===== src/rtl/pipe_reg_chain.sv =====
// DEPTH-stage, CHANNELS-lane back-pressured register pipeline with per-stage
// valid bits, bubble collapsing, flush and an occupancy counter.
module pipe_reg_chain #(
  parameter int DWIDTH   = 16,
  parameter int CHANNELS = 1,
  parameter int DEPTH    = 4,
  parameter int CNTW     = $clog2(DEPTH + 1)
) (
  input  logic                         clk,
  input  logic                         rst,
  input  logic                         flush,
  input  logic                         in_valid,
  output logic                         in_ready,
  input  logic [CHANNELS*DWIDTH-1:0]   in_data,
  output logic                         out_valid,
  input  logic                         out_ready,
  output logic [CHANNELS*DWIDTH-1:0]   out_data,
  output logic [CNTW-1:0]              occupancy
);

  localparam int W = CHANNELS * DWIDTH;

  logic [DEPTH-1:0] v_q, v_d;
  logic [DEPTH-1:0] adv;
  logic [DEPTH-1:0] src_v;
  logic [DEPTH-1:0] cap;
  logic [W-1:0]     d_q   [DEPTH];
  logic [W-1:0]     d_d   [DEPTH];
  logic [W-1:0]     src_d [DEPTH];
  logic [CNTW-1:0]  occ_q, occ_d;
  logic             in_fire, out_fire;

  // Unrolled form of adv[i] = adv[i+1] | ~v[i]: a stage may advance unless it
  // and every stage downstream of it is valid while out_ready is low.
  for (genvar g = 0; g < DEPTH; g++) begin : g_adv
    assign adv[g] = out_ready | ~(&v_q[DEPTH-1:g]);
  end

  assign src_d[0] = in_data;
  for (genvar g = 1; g < DEPTH; g++) begin : g_src
    assign src_d[g] = d_q[g-1];
  end

  if (DEPTH == 1) begin : g_srcv_one
    assign src_v = in_valid;
  end else begin : g_srcv_many
    assign src_v = {v_q[DEPTH-2:0], in_valid};
  end

  assign in_ready  = adv[0] & ~flush;
  assign out_valid = v_q[DEPTH-1] & ~flush;
  assign out_data  = d_q[DEPTH-1];
  assign occupancy = occ_q;
  assign in_fire   = in_valid & in_ready;
  assign out_fire  = out_valid & out_ready;

  // Data only loads when a valid word arrives, so bubbles never toggle d_q.
  assign cap = adv & src_v & {DEPTH{~flush}};

  always_comb begin
    if (flush) begin
      v_d = '0;
    end else begin
      v_d = (adv & src_v) | (~adv & v_q);
    end
  end

  always_ff @(posedge clk) begin
    if (rst) begin
      v_q <= '0;
    end else begin
      v_q <= v_d;
    end
  end

  for (genvar g = 0; g < DEPTH; g++) begin : g_stage
    always_comb begin
      d_d[g] = d_q[g];
      if (cap[g]) begin
        d_d[g] = src_d[g];
      end
    end

    always_ff @(posedge clk) begin
      if (rst) begin
        d_q[g] <= '0;
      end else begin
        d_q[g] <= d_d[g];
      end
    end
  end

  always_comb begin
    occ_d = occ_q;
    if (flush) begin
      occ_d = '0;
    end else begin
      case ({in_fire, out_fire})
        2'b10:   occ_d = occ_q + CNTW'(1);
        2'b01:   occ_d = occ_q - CNTW'(1);
        default: occ_d = occ_q;
      endcase
    end
  end

  always_ff @(posedge clk) begin
    if (rst) begin
      occ_q <= '0;
    end else begin
      occ_q <= occ_d;
    end
  end

endmodule


===== config.mk =====
export PLATFORM = sky130hd
export DESIGN_NAME = pipe_reg_chain
export DESIGN_NICKNAME = d
export VERILOG_FILES = /design/src/rtl/pipe_reg_chain.sv
export SDC_FILE = /design/constraint.sdc
export NUM_CORES = 1
export LEC_CHECK = 0
export BUFFER_PORTS_ARGS = -buffer_cell sky130_fd_sc_hd__buf_2
export CAP_MARGIN = 15
export CORE_MARGIN = 3
export CORE_UTILIZATION = 59
export CTS_CLUSTER_SIZE = 14
export DETAILED_ROUTE_END_ITERATION = 8
export GPL_ROUTABILITY_DRIVEN = 0
export GPL_TIMING_DRIVEN = 0
export PLACE_DENSITY_LB_ADDON = 0.2
export SLEW_MARGIN = 20
export SYNTH_ARGS = -nofsm -noshare
export SYNTH_HDL_FRONTEND = slang
export SYNTH_SLANG_ARGS = --single-unit

===== constraint.sdc =====
create_clock -name clk -period 6.5 [get_ports clk]
set_input_delay 0.65 -clock clk [delete_from_list [all_inputs] [get_ports clk]]
set_output_delay 0.65 -clock clk [all_outputs]
set_load 0.05 [all_outputs]

After elaboration in Yosys (flattened, before gate mapping):

Memory sizes are Yosys's and may differ from the RTL's.
Index checks and enable logic that the tools add are counted.

* bits in registers: 7
* RAM bits: 64
* input bits: 21
* output and inout port bits: 21
* logic and storage cells: 46
* memories: 1

Memories
* d_q: depth 4, bits a word 16, rd ports 4, clocked after memory_dff 0, wr ports 4, line 27 `logic [W-1:0] d_q [DEPTH];`

* add/subtract/negate cells: 2
* equality and inequality tests: 2
* multiplexer cells: 12
* bitwise logic cells: 22
* reduce and logical (&&, ||, !) cells: 5

Operators with widths (count)
* 2-to-1 mux 16 bit: 8
* bitwise AND 4 bit: 3
* OR 1 bit: 8
* case mux 3 bit (2 select lines): 1
* inverter 1 bit: 5
* bitwise AND 1 bit: 4
* inverter 4 bit: 1
* OR 4 bit: 1
* AND reduction 4 bit: 1
* adder 3 x 1 -> 3 bit (second input constant): 1
* 2-to-1 mux 1 bit: 3
* AND reduction 3 bit: 1
* subtractor 3 x 1 -> 3 bit (second input constant): 1
* equality test 2 x 1 -> 1 bit (second input constant): 1
* equality test 2 bit (second input constant): 1
* AND reduction 2 bit: 1
* nonzero test 2 bit: 1
* OR reduction 2 bit: 1

Depth between registers and ports, before layout:

Gate-level depths: netlist of the first run.

* depth after elaboration: 7
* mapped depth: 11
* mapped depth without buffers: 9

Worst setup path after synthesis of the first run:

OpenSTA, ideal clock, no wires.

* path kind: in2reg
* start point: input flush
* end point: register occ_q[2] (netlist: occupancy[2])
* library setup time: 0.076 ns
* data arrival time: 2.874 ns
* data required time: 6.424 ns
* setup slack: 3.551 ns
* stages: 9
* path buffers: 1
* cells stage by stage: buf_6 > nor2b_1 > and2_1 > ha_1 > inv_1 > fa_1 > xor2_1 > or3_1 > a21boi_0

* longest elaborated chain between the ends: 5
* elaborated cells between the ends (all ways): 10
* those cells by class: 2 x eq/ne; 1 x mux; 5 x bitwise; 2 x reduce/logical

RTL lines
* start, declared: line 11 `input logic flush,`
* inverter 1 bit (*): line 51 `assign out_valid = v_q[DEPTH-1] & ~flush;`
* bitwise AND 1 bit (*): line 51
* net out_valid: line 15 `output logic out_valid,`
* bitwise AND 1 bit (*): line 55 `assign out_fire = out_valid & out_ready;`
* equality test 2 x 1 -> 1 bit / equality test 2 bit (equally long branches): line 98 `case ({in_fire, out_fire})`
* case mux 3 bit (2 select lines) / nonzero test 2 bit (equally long branches)
* end signal, assigned: line 108 `occ_q <= '0;`
* end signal, assigned: line 110 `occ_q <= occ_d;`
* end, declared: line 30 `logic [CNTW-1:0] occ_q, occ_d;`

Mark *: on every way through the listed nets, which the timed path passes. The rest lies on a longest branch.
A chain may end at the register's enable or synchronous reset.

Worst setup path after layout of the first run:

* start point: input out_ready
* end point: register occ_q[2] (netlist: occupancy[2])

* longest elaborated chain between the ends: 5
* elaborated cells between the ends (all ways): 8
* those cells by class: 2 x eq/ne; 1 x mux; 4 x bitwise; 1 x reduce/logical

RTL lines
* start, declared: line 16 `input logic out_ready,`
* OR 1 bit: line 36 `assign adv[g] = out_ready | ~(&v_q[DEPTH-1:g]);`
* bitwise AND 1 bit: line 50 `assign in_ready = adv[0] & ~flush;`
* bitwise AND 1 bit: line 54 `assign in_fire = in_valid & in_ready;`
* equality test 2 x 1 -> 1 bit / equality test 2 bit (equally long branches): line 98
* case mux 3 bit (2 select lines) / nonzero test 2 bit (equally long branches)

Several ways; a longest one is shown, not always the timed one.

==> results.md, run 1 <==
* CTS tree: yes
* Worst setup SP type: input port
* Count of pins over their slew limit at 0
* Site Rows at 24
* Ratio of cells with drive above 1 in the final layout at 17.40%
* Number of flops mapped to enable cells by yosys at 0
* Worst-path maximum fanout at 10
* Clock Skew at approximately 0.0042 ns
* Post-synth design cell area at 0.002923 sq mm
* Detailed Place HPWL at 4486 um
* Number of instances in the synthesized netlist at between 300 and 400
* Detailed route wirelength on metal3 at approximately 260 um
* Final wirelength at a little over 6000 um
* P per Cell Area at between 200 and 250 mW/mm^2
* Remaining antenna violation count at 0
* Setup repair after global routing missed its margin: no
* Pin count of the biggest net entering global routing at 11
* Amount of wire on met2 after detailed routing at 2979 um
* Remaining DRCs at 0
* Post-Place Worst Slack at 3.692 ns
* Routed len/inst at 13.60 um
* Maximum frequency from static timing analysis at around 400 MHz
* Total track usage at approximately 23%
* Register bit count reported by yosys at 71
* MaxCap Viol Count at 0
* Initial standard-cell utilization of the core at 64.04%
* Count of inserted antenna diode cells at 0
* Critical path capture point type: flip-flop
* Summed negative setup slack over all endpoints at 0 ns
* Top Metal Used: met4
* Final number of hold-violating endpoints at 0
* Total iterations of the first detailed-routing run at 4
* X dimension of the die at roughly 76 um
* Worst path required time at just under 7 ns
* Root Driver: sky130_fd_sc_hd__clkbuf_8
* Vias/cell at ~5.4
* Number of buffers added to fix hold violations after cts at 0
* CTS Buf Count at 9
* Height of the die at ~76 um
* Worst-case hold slack at between 0.4 and 0.5 ns
* Slew Limit Headroom at about 67%
* CTS H-Tree Depth at 3
* Fraction of synthesis flops using an asynchronous set or reset pin at 0%
* Final setup violation count at 0
* Worst Path Arrival at 2.73 ns
* Initial antenna violation count at 0
* Distinct cells, synth at 30
* Top-Level Pins at 42
* Total cell area at the placement stage at 0.003204 sq mm
* Post-route fraction of the period consumed by the critical path at between 30% and 40%
* Smallest setup slack after layout at around 4.0 ns
* Violation count after the first detailed-routing iteration at 108
* Quantity of gates resized following cts at 0
* Tmin final at roughly 2.5 ns
* Number of nets in the layout at just over 400
* Post-synthesis to final-layout area growth at 15.67%
* Vias in the first global route at between 2000 and 2500
* Outcome: finished, final reports clean
* Worst-skew pair later-pin latency at around 0.34 ns
* Synthesized netlist net count at 353
* Sequential share of the synthesized area at about half
* Core box area at between 0.004 and 0.005 sq mm
* Maximum resistive drop on vdd at around 220 uV
* Finished Core Util at ~74%
* Filler Cells Inserted at between 300 and 400
* Kind of critical path: in -> reg
* First-pass GRT wire length at between 10000 and 15000 um
* Min-delay worst type: reg -> reg
* Number of vias after detailed routing at between 2000 and 2500
* GR Overflow Total at 0
* Design Area, Final at around 0.0034 sq mm
* Leakage Power at between 0.001 and 0.0015 uW
* YS warnings at 0
* Clock tree buffer depth at 2
* Number of buffers inserted to repair setup after CTS at 0
* # port buffers at 40
* Clk pin slew, worst setup/hold paths at ~0.07 ns
* Sink Count at between 70 and 80
* Met1 layer wirelength in the final routing at ~2800 um
* Average cell area after synthesis at around 8.9 sq um
* Overall die area at between 0.005 and 0.006 sq mm
* Leading register cell type out of synthesis: sky130_fd_sc_hd__dfxtp_1
* Transition time at the pin with the least slew margin at around 0.5 ns
[report_power, final]
part	switching (uW)	internal (uW)
sequential	4.13	441
clock	145	168
combinational	23.7	19.1
total	173	629
[stage by stage]
step / power (uW) / instances
4_1_cts: 808.3 / 450
5_1_grt: 832.0 / 450
3_3_place_gp: 496.7 / 435
2_1_floorplan: 483.7 / 330
6_report: 801.5 / 450
3_5_place_dp: 497.7 / 435
[cells in the final DEF, fill, tap and decap left out]
cell type / n
sky130_fd_sc_hd__mux2i_1: 16
sky130_fd_sc_hd__clkbuf_8: 12
sky130_fd_sc_hd__nand2b_1: 36
sky130_fd_sc_hd__nand4b_1: 1
sky130_fd_sc_hd__nor3_1: 3
sky130_fd_sc_hd__clkbuf_2: 2
sky130_fd_sc_hd__xor2_1: 2
sky130_fd_sc_hd__nor2_1: 2
sky130_fd_sc_hd__or3_1: 1
sky130_fd_sc_hd__inv_1: 4
sky130_fd_sc_hd__a21oi_4: 1
sky130_fd_sc_hd__buf_4: 2
sky130_fd_sc_hd__nand3b_1: 1
sky130_fd_sc_hd__ha_1: 1
sky130_fd_sc_hd__nand3_1: 48
sky130_fd_sc_hd__o21a_1: 3
sky130_fd_sc_hd__dfxtp_1: 71
sky130_fd_sc_hd__or2b_1: 1
sky130_fd_sc_hd__o21ai_0: 47
sky130_fd_sc_hd__nor2b_1: 5
sky130_fd_sc_hd__clkbuf_1: 19
sky130_fd_sc_hd__o21ai_1: 2
sky130_fd_sc_hd__and2_1: 1
sky130_fd_sc_hd__buf_6: 1
sky130_fd_sc_hd__buf_2: 47
sky130_fd_sc_hd__a21boi_0: 1
sky130_fd_sc_hd__fa_1: 1
sky130_fd_sc_hd__and3b_1: 1
sky130_fd_sc_hd__a21oi_1: 51
sky130_fd_sc_hd__buf_12: 1
sky130_fd_sc_hd__and4b_4: 1
[state kept, by name, summed over array words and instances (netlist names), named ones only]
name and count:
d_q 64, occupancy 3
[layer usage]
layer  vias up  global-route usage (%)
li1       1251                       -
met1      1129                   26.74
met2        55                   38.05
met3         8                   7.920
met4         0                   7.246
met5         -                       0
[critical path, stage by stage]
cell and delay, ns:
sky130_fd_sc_hd__buf_2 0.14, sky130_fd_sc_hd__and4b_4 0.35, sky130_fd_sc_hd__a21oi_4 0.12, sky130_fd_sc_hd__buf_12 0.19, sky130_fd_sc_hd__inv_1 0.06, sky130_fd_sc_hd__ha_1 0.18, sky130_fd_sc_hd__inv_1 0.06, sky130_fd_sc_hd__fa_1 0.37
sky130_fd_sc_hd__xor2_1 0.16, sky130_fd_sc_hd__or3_1 0.30, sky130_fd_sc_hd__a21boi_0 0.16
[cells in the mapped netlist, types with 2 or more instances]
library cell               count  area share [%]
sky130_fd_sc_hd__a21oi_1      51             8.7
sky130_fd_sc_hd__buf_2         7             1.2
sky130_fd_sc_hd__buf_4         2            0.51
sky130_fd_sc_hd__clkbuf_1     16             2.1
sky130_fd_sc_hd__clkbuf_2      2            0.34
sky130_fd_sc_hd__dfxtp_1      71              49
sky130_fd_sc_hd__inv_1         4            0.51
sky130_fd_sc_hd__mux2i_1      16             5.5
sky130_fd_sc_hd__nand2b_1     36             7.7
sky130_fd_sc_hd__nand3_1      48             8.2
sky130_fd_sc_hd__nor2_1        2            0.26
sky130_fd_sc_hd__nor2b_1       5             1.1
sky130_fd_sc_hd__nor3_1        3            0.51
sky130_fd_sc_hd__o21a_1        3            0.77
sky130_fd_sc_hd__o21ai_0      47             8.0
sky130_fd_sc_hd__o21ai_1       2            0.34
sky130_fd_sc_hd__xor2_1        2            0.60
[logic make-up after synthesis]
| kind of cell | synth area share, % |
|---|---|
| AO/OA/AOI/OAI | 18.71 |
| AND/OR/NAND/NOR | 19.78 |
| buffers and inverters | 5.693 |
| multiplexers | 5.479 |
| XOR/XNOR | 0.5994 |
| flip-flops | 48.63 |
| adder cells (fa/ha/maj) | 1.113 |
[worst paths after layout]
path,from,to,slack [ns],depth (start not counted)
hold / removal,d_q[0][9],d_q[1][9],0.47,2
setup / recovery,out_ready,occupancy[2],4.04,11
setup reg to reg,flip-flop,occupancy[2],4.09,10
hold reg to reg,d_q[0][9],d_q[1][9],0.47,2
[cell type report]
class / instances / area [sq um] / share of cell area [%]
flip-flops and latches: 71 / 1421 / 42.04
multi-input cells: 226 / 1335 / 39.49
repair buffers: 40 / 200.2 / 5.922
clock buffers: 15 / 176.4 / 5.218
plain buffers: 29 / 151.4 / 4.478
well taps: 65 / 81.33 / 2.406
inverters: 4 / 15.01 / 0.4441
(Power assumes the default switching activity.)
==> run 2, diff against run 1 <==
--- a/config.mk
+++ b/config.mk
@@ -5,10 +5,11 @@
 export SDC_FILE = /design/constraint.sdc
 export NUM_CORES = 1
 export LEC_CHECK = 0
+export ABC_AREA = 1
 export BUFFER_PORTS_ARGS = -buffer_cell sky130_fd_sc_hd__buf_2
 export CAP_MARGIN = 15
 export CORE_MARGIN = 3
-export CORE_UTILIZATION = 59
+export CORE_UTILIZATION = 56
 export CTS_CLUSTER_SIZE = 14
 export DETAILED_ROUTE_END_ITERATION = 8
 export GPL_ROUTABILITY_DRIVEN = 0
==> constraint.sdc (replaced) <==
create_clock -name clk -period 2.6 [get_ports clk]
set_input_delay 0.26 -clock clk [delete_from_list [all_inputs] [get_ports clk]]
set_output_delay 0.26 -clock clk [all_outputs]
set_load 0.05 [all_outputs]
==> results.md, run 2 <==
* Outcome: finished, final reports clean
* Gate power share at 6.6% (+1.3 points)
* Clock tree buffer depth at 2 (unchanged)
* Tmin final at roughly 2.3 ns
* Maximum resistive drop on vdd at 329.6 uV (+48%)
* Routed len/inst at 10.43 um (-23%)
* Cell type with the largest total area after synthesis: sky130_fd_sc_hd__dfxtp_1
* Slew Limit Headroom at 73.33% (+6.2 points)
* Top-Level Pins at 42 (unchanged)
* Net switching power at 493.7 uW (+190%)
* Most common cell type on the critical path: sky130_fd_sc_hd__nor2_1
* Worst setup SP type: flip-flop
* Worst-path maximum fanout at 10 (unchanged)
* Min-delay worst type: in -> reg
* Site Rows at 25 (+4.2%)
* Worst Path Arrival at 2.52 ns (-0.21 ns)
* Leading register cell type out of synthesis: sky130_fd_sc_hd__dfxtp_1
* Quantity of gates resized following cts at 0 (unchanged)
* Maximum frequency from static timing analysis at 439.6 MHz
* Most frequent cell after synthesis: sky130_fd_sc_hd__nor2_1
* Area share of the largest cell type after synthesis at 48.86% (+0.23 points)
* Root Driver: sky130_fd_sc_hd__clkbuf_8
* Count of inserted antenna diode cells at 0 (unchanged)
* Height of the die at 78.08 um (+2.2%)
* YS warnings at 0 (unchanged)
* Overall die area at 0.006096 sq mm (+4.5%)
* Number of buffers added to fix hold violations after cts at 0 (unchanged)
* Vias/cell at 4.633 (-15%)
* Smallest setup slack after layout at 0.3254 ns (-3.713 ns)
* Pin count of the biggest net entering global routing at 12 (+1)
* Finished Core Util at 69.95% (-4.1 points)
* Fraction of synthesis flops using an asynchronous set or reset pin at 0% (unchanged)
* Count of pins over their slew limit at 0 (unchanged)
* Setup repair after global routing missed its margin: no
* Area contributors post-synth: sky130_fd_sc_hd__dfxtp_1 (49%), sky130_fd_sc_hd__nor2_1 (12%), sky130_fd_sc_hd__inv_1 (7.9%)
* Cells along the critical path: nand2_2 -> nor2_4 -> nand2_4 -> nand3_2 -> buf_6 -> ha_1 -> inv_1 -> fa_1 -> a21oi_1 -> o21ai_0 -> nor2_1 -> nor2_1
* Number of vias after detailed routing at 2400 (-1.8%)
* Initial antenna violation count at 0 (unchanged)
* CTS Buf Count at 9 (unchanged)
* Post-Place Worst Slack at 0.3665 ns (-3.325 ns)
* Sink Count at 71 (unchanged)
* Flip-flop count of the largest register after layout at 64 (unchanged)
* Switching power as a share of total power at 21.72% (+0.20 points)
* First-pass GRT wire length at 9542 um (-9.7%)
* Vias in the first global route at 2177 (-5.7%)
* Kind of critical path: reg -> reg
* Transition time at the pin with the least slew margin at 0.4001 ns (-0.09267 ns)
* Setup slack of the most critical reg-to-reg path at 0.33 ns (-3.76 ns)
* Critical path capture point type: flip-flop
* Detailed Place HPWL at 3818 um (-15%)
* Synthesized netlist net count at 421 (+19%)
* Ratio of cells with drive above 1 in the final layout at 18.18% (+0.78 points)
* Post-synth design cell area at 0.002909 sq mm (-0.47%)
* P per Cell Area at 665.8 mW/mm^2 (+180%)
* Highest-count cells in the layout ignoring fill and taps: sky130_fd_sc_hd__nor2_1 (90), sky130_fd_sc_hd__dfxtp_1 (71), sky130_fd_sc_hd__inv_1 (61), sky130_fd_sc_hd__nand2_1 (51), sky130_fd_sc_hd__buf_2 (49)
* Total iterations of the first detailed-routing run at 4 (unchanged)
* Number of instances in the synthesized netlist at 398 (+21%)
* Number of buffers inserted to repair setup after CTS at 0 (unchanged)
* Last element of the critical path: occupancy[2]
* Summed negative setup slack over all endpoints at 0 ns (unchanged)
* MaxCap Viol Count at 0 (unchanged)
* Remaining antenna violation count at 0 (unchanged)
* Leakage Power at 0.001601 uW (+30%)
* Clock power share at 43.9% (+4.8 points)
* CTS H-Tree Depth at 3 (unchanged)
* GR Overflow Total at 0 (unchanged)
* Share of total power in sequential cells at 49.5% (-6.1 points)
* Core box area at 0.004880 sq mm (+6.9%)
* Post-synthesis to final-layout area growth at 17.33%
* Initial standard-cell utilization of the core at 59.62% (-4.4 points)
* # port buffers at 38 (-5.0%)
* Register bit count reported by yosys at 71 (unchanged)
* Total track usage at 19.82% (-2.7 points)
* Internal cell power at 1779 uW (+180%)
* Post-route fraction of the period consumed by the critical path at ~90%
* Worst path required time at 2.84 ns (-3.92 ns)
* Final number of hold-violating endpoints at 0 (unchanged)
* Final setup violation count at 0 (unchanged)
* Sequential share of the synthesized area at 48.86% (+0.23 points)
* Final wirelength at 5402 um (-12%)
* Slowest-stage cell, CP: sky130_fd_sc_hd__dfxtp_1
* Distinct cells, synth at 21 (-30%)
* Length in cells of the worst reg-to-reg path at 12 (+2)
* Clock Skew at 0.007201 ns (+0.003027 ns)
* Number of nets in the layout at 470 (+16%)
* Crit path largest cell delay at 0.40 ns (+0.03 ns)
* Final total power at 2273 uW (+180%)
* CTS tree: yes
* Average cell area after synthesis at 7.309 sq um (-17%)
* Clk pin slew, worst setup/hold paths at 0.07 ns (about the same)
* X dimension of the die at 78.08 um (+2.2%)
* Commonest non-fill, non-tap cell in the layout: sky130_fd_sc_hd__nor2_1
* Remaining DRCs at 0 (unchanged)
* Worst R2R End: occupancy[2]
* Top register by number of flip-flops: d_q
* Ranking of synthesized cells by instance count: sky130_fd_sc_hd__nor2_1 (90), sky130_fd_sc_hd__dfxtp_1 (71), sky130_fd_sc_hd__inv_1 (61)
* Number of flops mapped to enable cells by yosys at 0 (unchanged)
* Violation count after the first detailed-routing iteration at 94 (-13%)
* Worst-skew pair later-pin latency at 0.34 ns (about the same)
==> run 2: changes by cell type in the layout (fill, tap and decap cells not counted), sizes merged, moves of 5 or more <==
cell | previous run | this run
nor2 | 2 | 92
inv | 4 | 65
nand2 | 0 | 56
nand2b | 36 | 0
nand3 | 48 | 18
a21oi | 52 | 23
clkbuf | 33 | 16
mux2i | 16 | 0
nand4 | 0 | 16
o21ai | 49 | 34
nor2b | 5 | 0
==> run 2: cells by family after synthesis <==
group	synth area share (%)
flops	48.86
compound gates	9.806
buf+inv	12.60
simple gates	27.61
fa+ha+maj	1.118
==> run 2: how the worst min path moves through the flow <==
stage / slack [ns] / from / cells past startpoint / to
final: 0.21 / rst / 2 / d_q[1][4]
after global placement: 0.44 / d_q[1][9] / 2 / d_q[1][9]
after detailed placement: 0.45 / d_q[1][3] / 2 / d_q[1][3]
after global routing: 0.21 / rst / 2 / d_q[1][3]
after CTS: 0.20 / rst / 2 / d_q[1][1]
after floorplan: 0.44 / d_q[1][10] / 2 / d_q[1][10]
==> run 2: power groups by stage <==
stage               combinational (uW)  sequential, uW  clock (uW)
finish                             149            1130         998
global route                       174            1130        1070
CTS                                150            1120        1010
detailed placement                 147            1150           0
global placement                   144            1150           0
floorplan                          105            1150           0
==> run 2: layout make-up <==
| type | instances | area, sq um |
|---|---|---|
| multi-input cells | 242 | 1121 |
| fillers | 452 | 1466 |
| clock buffers | 12 | 165.2 |
| repair buffers | 38 | 190.2 |
| well taps | 67 | 83.83 |
| clock inverters | 3 | 65.06 |
| flip-flops and latches | 71 | 1421 |
| inverters | 65 | 244.0 |
| plain buffers | 20 | 122.6 |
==> run 2: worst max-delay path: cells and delay by family, from the launching register on <==
kind	cells	cell delay [ns]
AOI/OAI and AO/OA	2	0.29
adders and majority gates	2	0.52
and+or+nand+nor	6	0.72
DFF	1	0.40
buffers and inverters	2	0.23
==> run 2: metrics by stage <==
step                hold slack, ns  std cells  instance area (sq um)
detailed placement          0.4531        503                   3183
finish                      0.2077        518                   3413
global placement            0.4449        503                   3183
floorplan                   0.4359        398                   2909
global route                0.2104        518                   3413
CTS                         0.1976        518                   3413
==> run 2: routing by layer <==
layer  GRT usage [%]  routed length [um]
met5               0                   0
met4           8.916                 107
met3           5.505                 323
met2           32.19                2369
met1           24.54                2602
